File: src/rtl/lcd_cmd_sched.sv
// Host-side command sequencer for the LCD controller: queues host commands, issues them
// over the cmd/valid/busy handshake, streams the image ROM during LOAD, checks pixel counts.
module lcd_cmd_sched #(
  parameter int FIFO_DEPTH = 4,
  parameter int TIMEOUT    = 255,
  parameter int IMG_WORDS  = 64
) (
  input  logic       i_clk,
  input  logic       i_rst_n,
  input  logic [2:0] i_host_cmd,
  input  logic       i_host_valid,
  output logic       o_host_ready,
  output logic [2:0] o_lcd_cmd,
  output logic       o_lcd_cmd_valid,
  input  logic       i_lcd_busy,
  input  logic       i_lcd_output_valid,
  output logic [7:0] o_lcd_datain,
  output logic [$clog2(IMG_WORDS)-1:0] o_img_addr,
  input  logic [7:0] i_img_rdata,
  output logic       o_cmd_done,
  output logic       o_pix_err,
  output logic       o_timeout_err,
  output logic       o_idle
);

  localparam int PTR_W  = $clog2(FIFO_DEPTH);
  localparam int CNT_W  = PTR_W + 1;
  localparam int ADDR_W = $clog2(IMG_WORDS);
  localparam logic [ADDR_W-1:0] ADDR_MAX = ADDR_W'(IMG_WORDS - 1);
  localparam logic [7:0]        TMO_LIM  = 8'(TIMEOUT);
  localparam logic [2:0]        CMD_LOAD = 3'd1;

  typedef enum logic [2:0] {
    S_IDLE,
    S_ISSUE,
    S_WAIT_BUSY,
    S_RUN,
    S_DONE
  } state_t;

  state_t r_state;
  state_t w_state_next;

  logic [2:0]        r_fifo [FIFO_DEPTH];
  logic [PTR_W-1:0]  r_wr_ptr;
  logic [PTR_W-1:0]  r_rd_ptr;
  logic [CNT_W-1:0]  r_count;
  logic              w_push;
  logic              w_pop;
  logic              w_empty;
  logic              w_full;
  logic              w_timeout;
  logic              w_run_end;
  logic              w_pix_window;

  logic [2:0]        r_lcd_cmd;
  logic [ADDR_W-1:0] r_img_addr;
  logic [7:0]        r_tmo_cnt;
  logic [4:0]        r_pix_cnt;
  logic              r_cmd_done;
  logic              r_pix_err;
  logic              r_timeout_err;

  assign w_empty      = (r_count == '0);
  assign w_full       = (r_count == CNT_W'(FIFO_DEPTH));
  assign w_push       = i_host_valid && !w_full;
  assign w_pix_window = (r_state == S_WAIT_BUSY) || (r_state == S_RUN) || (r_state == S_DONE);

  always_comb begin
    w_state_next = r_state;
    w_pop        = 1'b0;
    w_timeout    = 1'b0;
    w_run_end    = 1'b0;
    case (r_state)
      S_IDLE: begin
        if (!w_empty && !i_lcd_busy) begin
          w_state_next = S_ISSUE;
          w_pop        = 1'b1;
        end
      end
      S_ISSUE: w_state_next = S_WAIT_BUSY;
      S_WAIT_BUSY: begin
        if (i_lcd_busy) begin
          w_state_next = S_RUN;
        end else if (r_tmo_cnt == TMO_LIM) begin
          w_state_next = S_IDLE;
          w_timeout    = 1'b1;
        end
      end
      S_RUN: begin
        if (!i_lcd_busy) begin
          w_state_next = S_DONE;
          w_run_end    = 1'b1;
        end
      end
      S_DONE:  w_state_next = S_IDLE;
      default: w_state_next = S_IDLE;
    endcase
  end

  // Storage needs no reset; only the pointers and count define validity.
  always_ff @(posedge i_clk) begin
    if (w_push) r_fifo[r_wr_ptr] <= i_host_cmd;
  end

  always_ff @(posedge i_clk or negedge i_rst_n) begin
    if (!i_rst_n) begin
      r_state       <= S_IDLE;
      r_wr_ptr      <= '0;
      r_rd_ptr      <= '0;
      r_count       <= '0;
      r_lcd_cmd     <= 3'd0;
      r_img_addr    <= '0;
      r_tmo_cnt     <= 8'd0;
      r_pix_cnt     <= 5'd0;
      r_cmd_done    <= 1'b0;
      r_pix_err     <= 1'b0;
      r_timeout_err <= 1'b0;
    end else begin
      r_state <= w_state_next;

      if (w_push) r_wr_ptr <= r_wr_ptr + PTR_W'(1);
      if (w_pop)  r_rd_ptr <= r_rd_ptr + PTR_W'(1);
      case ({w_push, w_pop})
        2'b10:   r_count <= r_count + CNT_W'(1);
        2'b01:   r_count <= r_count - CNT_W'(1);
        default: r_count <= r_count;
      endcase

      if (w_pop) begin
        r_lcd_cmd <= r_fifo[r_rd_ptr];
        r_pix_cnt <= 5'd0;
        if (r_fifo[r_rd_ptr] == CMD_LOAD) r_img_addr <= '0;
      end else if (w_pix_window && i_lcd_output_valid && (r_pix_cnt != 5'd31)) begin
        r_pix_cnt <= r_pix_cnt + 5'd1;
      end

      if (r_state == S_ISSUE) begin
        r_tmo_cnt <= 8'd0;
      end else if ((r_state == S_WAIT_BUSY) && !i_lcd_busy && !w_timeout) begin
        r_tmo_cnt <= r_tmo_cnt + 8'd1;
      end

      // Address 0 is presented on the first RUN cycle; advance afterwards and hold at the last word.
      if ((r_state == S_RUN) && i_lcd_busy && (r_lcd_cmd == CMD_LOAD) && (r_img_addr != ADDR_MAX)) begin
        r_img_addr <= r_img_addr + ADDR_W'(1);
      end

      r_cmd_done <= w_timeout || w_run_end;
      if (w_timeout) r_timeout_err <= 1'b1;
      if ((r_state == S_DONE) && (r_pix_cnt != 5'd16)) r_pix_err <= 1'b1;
    end
  end

  assign o_host_ready    = !w_full;
  assign o_lcd_cmd       = r_lcd_cmd;
  assign o_lcd_cmd_valid = (r_state == S_ISSUE);
  assign o_lcd_datain    = i_img_rdata;
  assign o_img_addr      = r_img_addr;
  assign o_cmd_done      = r_cmd_done;
  assign o_pix_err       = r_pix_err;
  assign o_timeout_err   = r_timeout_err;
  assign o_idle          = (r_state == S_IDLE) && w_empty;

endmodule

File: config.mk
export PLATFORM = sky130hd
export DESIGN_NAME = lcd_cmd_sched
export DESIGN_NICKNAME = d
export VERILOG_FILES = /design/src/rtl/lcd_cmd_sched.sv
export SDC_FILE = /design/constraint.sdc
export NUM_CORES = 1
export LEC_CHECK = 0
export BUFFER_PORTS_ARGS = -buffer_cell sky130_fd_sc_hd__buf_2
export CORE_MARGIN = 1.5
export CORE_UTILIZATION = 51
export DETAILED_ROUTE_END_ITERATION = 8
export GPL_ROUTABILITY_DRIVEN = 0
export MAX_ROUTING_LAYER = met4
export PLACE_DENSITY = 0.77
export SYNTH_ARGS = -nofsm -noshare
export SYNTH_HDL_FRONTEND = slang
export SYNTH_SLANG_ARGS = --single-unit
File: constraint.sdc
create_clock -name i_clk -period 3.73 [get_ports i_clk]
set_clock_uncertainty 0.1 [all_clocks]
set_input_delay 0.9325 -clock i_clk [delete_from_list [all_inputs] [get_ports i_clk]]
set_output_delay 0.9325 -clock i_clk [all_outputs]
set_load 0.05 [all_outputs]
# After elaboration in Yosys (flattened, before gate mapping)
# Memory sizes are Yosys's and may differ from the RTL's.
# Index checks and enable logic that the tools add are counted.
# W data, S select, Z words.
# word_totals
inputBits,16
ff_bits,35
latch_bits,0
mem_bits_rw,12
mem_count,1
mem_bits_ro,0
word_cells,84
# classes
eq_ne,16
muxes,22
n_div,0
mul,0
addsub,7
n_lt_le_gt_ge,0
bitwise_logic,0
reduce_logical,27
shifts,0
# memory_table
memory,depth,width,read_ports,rd_ports_with_merged_regs,wr,line_no,source
r_fifo,4,3,1,0,1,44,logic [2:0] r_fifo [FIFO_DEPTH];
# op_table
op,count
$mux W6,3
$mux W8,2
$mux W3,4
$pmux W3 S4,1
$logic_and A1 B1 Y1,11
$mux W5,2
$ne A5 B5 Y1 const B,2
$reduce_bool A2 Y1,5
$eq A3 B1 Y1 const B,3
$mux W1,9
$add A8 B1 Y8 const B,1
$eq A8 B8 Y1 const B,1
$add A6 B1 Y6 const B,1
$eq A3 B2 Y1 const B,2
$eq A3 B3 Y1 const B,2
$logic_not A3 Y1,2
$ne A6 B6 Y1 const B,1
$pmux W3 S2,1
$add A5 B1 Y5 const B,1
$add A2 B1 Y2 const B,2
$logic_not A1 Y1,4
$ne A2 B2 Y1 const B,2
$add A3 B1 Y3 const B,1
$logic_or A1 B1 Y1,3
6 further kinds,6

# Depth between registers and ports, before layout
# depth
depth_word,8
depth_mapped,10
depth_no_buf,10

# Worst setup path before layout
# Ideal clock, no wire load.
# synth_timing
kind,input-to-reg
start,input i_lcd_busy
end,register r_count[2]
n_path_buf,2
required_time_ns,3.551
path_stages,9
arrival_time_ns,2.705
setup_slack_ns,0.846
cell_sequence,buf_6 > nor4b_1 > buf_2 > ha_1 > inv_1 > fa_1 > xor2_1 > nor2_1 > xor2_1
# synth_between
elab_chain_cells,6
elab_cells_between_ends,8
cone_classes,eq/ne: 2; mux: 3; reduce/logical: 3
# synth_rtl
element,line_no,source
from (decl),15,"input logic i_lcd_busy,"
$logic_not A1 Y1 (*),76,if (!w_empty && !i_lcd_busy) begin
$logic_and A1 B1 Y1 (*),76,
$mux W1 (*),76,
$mux W1 (*),74,case (r_state)
$eq A2 B1 Y1 / $eq A2 B2 Y1 (equally long branches),124,"case ({w_push, w_pop})"
$pmux W3 S2 / $reduce_bool A2 Y1 (equally long branches),n/a,
to (signal assigned),125,2'b10: r_count <= r_count + CNT_W'(1);
to (signal assigned),126,2'b01: r_count <= r_count - CNT_W'(1);
to (signal assigned),127,default: r_count <= r_count;
to (decl),47,logic [CNT_W-1:0] r_count;
# Mark *: on every way between the ends. The rest lies on a longest branch, timed or not.
# A chain may end at the register's enable or synchronous reset.

# Worst setup path after layout
# layout_timing
start,register r_state[2]
end,output o_lcd_cmd_valid
# layout_between
elab_chain_cells,1
# layout_rtl
element,line_no,source
from (decl),41,state_t r_state;
from (signal assigned),120,r_state <= w_state_next;
$eq A3 B1 Y1,157,assign o_lcd_cmd_valid = (r_state == S_ISSUE);
to (decl),14,"output logic o_lcd_cmd_valid,"
# No other way between the ends.

==> metrics.txt <==
status=finished clean; Initial DRC Count=85; unrepaired setup endpoints after global routing=no; GRT Util Overall=17.4%; fraction of layout instances using a drive strength above 1=19.0%; Detailed Place HPWL=2800 um; most common cell after layout, fill and taps aside=dfrtp_1; worst reg2reg endpoint=r_count[2]; minimum clock period=2660 ps; worst setup margin=1070 ps; Cells after Synth=204; Yosys reg bits=47; Warnings, synthesis=0; Die Ht=70.7 um; hold endpoint=o_pix_err; NetSw=710 uW; top cells by area in the synthesized netlist=dfrtp_1 (37%), edfxtp_1 (15%), ha_1 (5.3%), xor2_1 (3.4%), mux4_2 (2.9%); Worst Setup Start Kind=flip-flop; # resized after CTS=0; critical path class=reg2out; Worst VDD drop=367 uV; power share of the clock group=17.4%; first-pass GRT wire length=6560 um; CP Max Fanout=10; CP max stage delay=450 ps; die footprint=5000 sq um; initial antenna violation count=0; CTS root buffer=clkbuf_8; Final Cycle Share=71.3%; CTS tree=yes; Area Growth Syn to Fin=8.02%; Synth Area per Inst=11.5 sq um; number of flops mapped to enable cells by yosys=12; Worst Hold Class=reg2reg; vias in the first global route=1,388; f_max=376 MHz; RR Startpoint=r_state[2]; Starting Density=53.4%; sw frac=39.8%; Combinational Power Share=37.8%; Worst Path Required=2700 ps; Setup violations, final=0; Hold Path Depth=1; slew at the pin with the worst max-slew slack=771 ps; Cell Area, Synth=2340 sq um; setup tns final=0 ps; Via Count=1,511; Async SR Flop Fraction=74.5%; Routed Antenna Nets=0; Max Cap Viol=0; TritonCTS buffer count=5; Worst setup EP type=output port; reg2reg setup slack=1430 ps; CP Data Arrival Time=1630 ps; syn_nets=231; Inserted Diodes=0; leading area contributor after synthesis=dfrtp_1; post-detailed-routing wire length=3840 um; share of the synthesized area in the top cell type=37.4%; Die Wd=70.7 um; internal power=1070 uW; Cell Pwr Density=705 nW/um^2; CTS H-tree depth=2; register area share after synthesis=52.8%; drt drc=0; total congestion overflow=0; Sink Count=47; Final Hold Vio Count=0; CTS max path bufs=2; drt first pass iters=4; DR vias/cell=5.53; io pins=39; CP max stage cell=dfrtp_1; R2R cell count=9; Worst-Skew Late Latency=300 ps; hold buffers post-CTS=0; Post-CTS Setup Bufs=0; sequential power share=44.9%; largest net degree at the start of global routing=36; crit-path leading delay family=simple AND/OR/NAND/NOR gates; top_reg_cell synth=dfrtp_1; max-slew violation count=0; critical path, cell by cell=nor2_1 > and2_1 > buf_2; Nets=247; Rows=24; Worst Hold Launch=o_pix_err; Clock transition at path regs=80 ps; Netlist cell types=44; wire per inst=14.0 um; Place WS=854 ps; Slew Limit Headroom=48.6%; most frequent cells in the layout=dfrtp_1 (35), buf_2 (22), nor2_1 (16); core box area=4380 sq um; IO Port Bufs=22; LEAKAGE=0.00114 uW; worst path bufs/invs=1
-- cell usage after synthesis (2+ instances only) --
library cell and count:
and2_1 3, nor2_1 16, o21bai_1 3, buf_4 8
buf_2 2, o211ai_1 4, a21oi_1 6, xnor2_1 5
and3_1 8, or4_1 2, o21ai_0 9, clkbuf_1 3
or3_1 2, mux2i_1 2, dfrtp_1 35, nand2_1 13
o2111ai_1 2, edfxtp_1 12, ha_1 10, inv_1 10
nor2b_1 2, o22ai_1 3, mux2_2 4, nand2b_1 2
a21o_1 2, xor2_1 9, nand3_1 8, mux4_2 3
-- routing by layer --
layer	wire [um]	global-route usage, %	up-vias
met5	0	-	-
met4	75	7.97	0
met3	153	3.42	9
met2	1740	24.9	33
met1	1870	24.0	723
li1	-	-	746
-- worst reg2reg max path: cells and delay by family (launching register included) --
kind / cells / cell delay, ps
adder cells (fa/ha/maj): 2 / 570
AND/OR/NAND/NOR: 3 / 520
flip-flops: 1 / 450
XOR/XNOR: 2 / 300
buffers and inverters: 2 / 290
-- flip-flops by register name (all words and copies together), names as in the netlist, 2 cells and up --
register and flops:
r_state 3, r_rd_ptr 2, o_lcd_cmd 3, r_pix_cnt 5
r_count 3, r_fifo 12, r_wr_ptr 2, r_tmo_cnt 8
o_img_addr 6
-- power groups by stage --
stage / sequential (uW) / clock, uW / combinational (uW)
floorplan: 868 / 0 / 472
global placement: 802 / 0 / 658
detailed placement: 808 / 0 / 680
CTS: 798 / 321 / 681
global route: 821 / 337 / 743
finish: 799 / 309 / 673
-- layout make-up --
cell class                      count  area, sq um
Fill cell                         366         1860
Tap cell                           52         65.1
Clock buffer                        7         86.3
Multi-Input combinational cell    133          980
Sequential cell                    47         1240
Timing Repair Buffer               23          118
Clock inverter                      1         5.00
Inverter                           10         37.5
-- cells by family after synthesis --
logic type,after synthesis,share of synthesized area [%]
xor+xnor,14,5.24
fa+ha+maj,11,6.20
buf+inv,24,5.56
flops,47,52.8
mux,9,5.67
simple gates,67,15.8
compound gates,32,8.66
-- through the flow --
step	util [%]	hold slack [ps]	power (uW)	area (sq um)	cells
4_1_cts	57.6	363	1800	2530	273
3_3_place_gp	55.6	336	1460	2440	265
3_5_place_dp	55.6	343	1490	2440	265
2_1_floorplan	-	364	1340	2340	204
6_report	57.6	356	1780	2530	273
5_1_grt	57.6	398	1900	2530	273
-- worst max-delay path by stage --
stage / slack (ps) / end / from / cells past startpoint
after global placement: 970 / r_count[2] / i_lcd_busy / 9
after global routing: 960 / o_lcd_cmd_valid / r_state[2] / 3
after CTS: 1050 / o_lcd_cmd_valid / r_state[2] / 3
final: 1070 / o_lcd_cmd_valid / r_state[2] / 3
after detailed placement: 850 / r_count[2] / i_lcd_busy / 9
after floorplan: 850 / r_count[2] / i_lcd_busy / 9
Power figures use the tool's default switching activity.
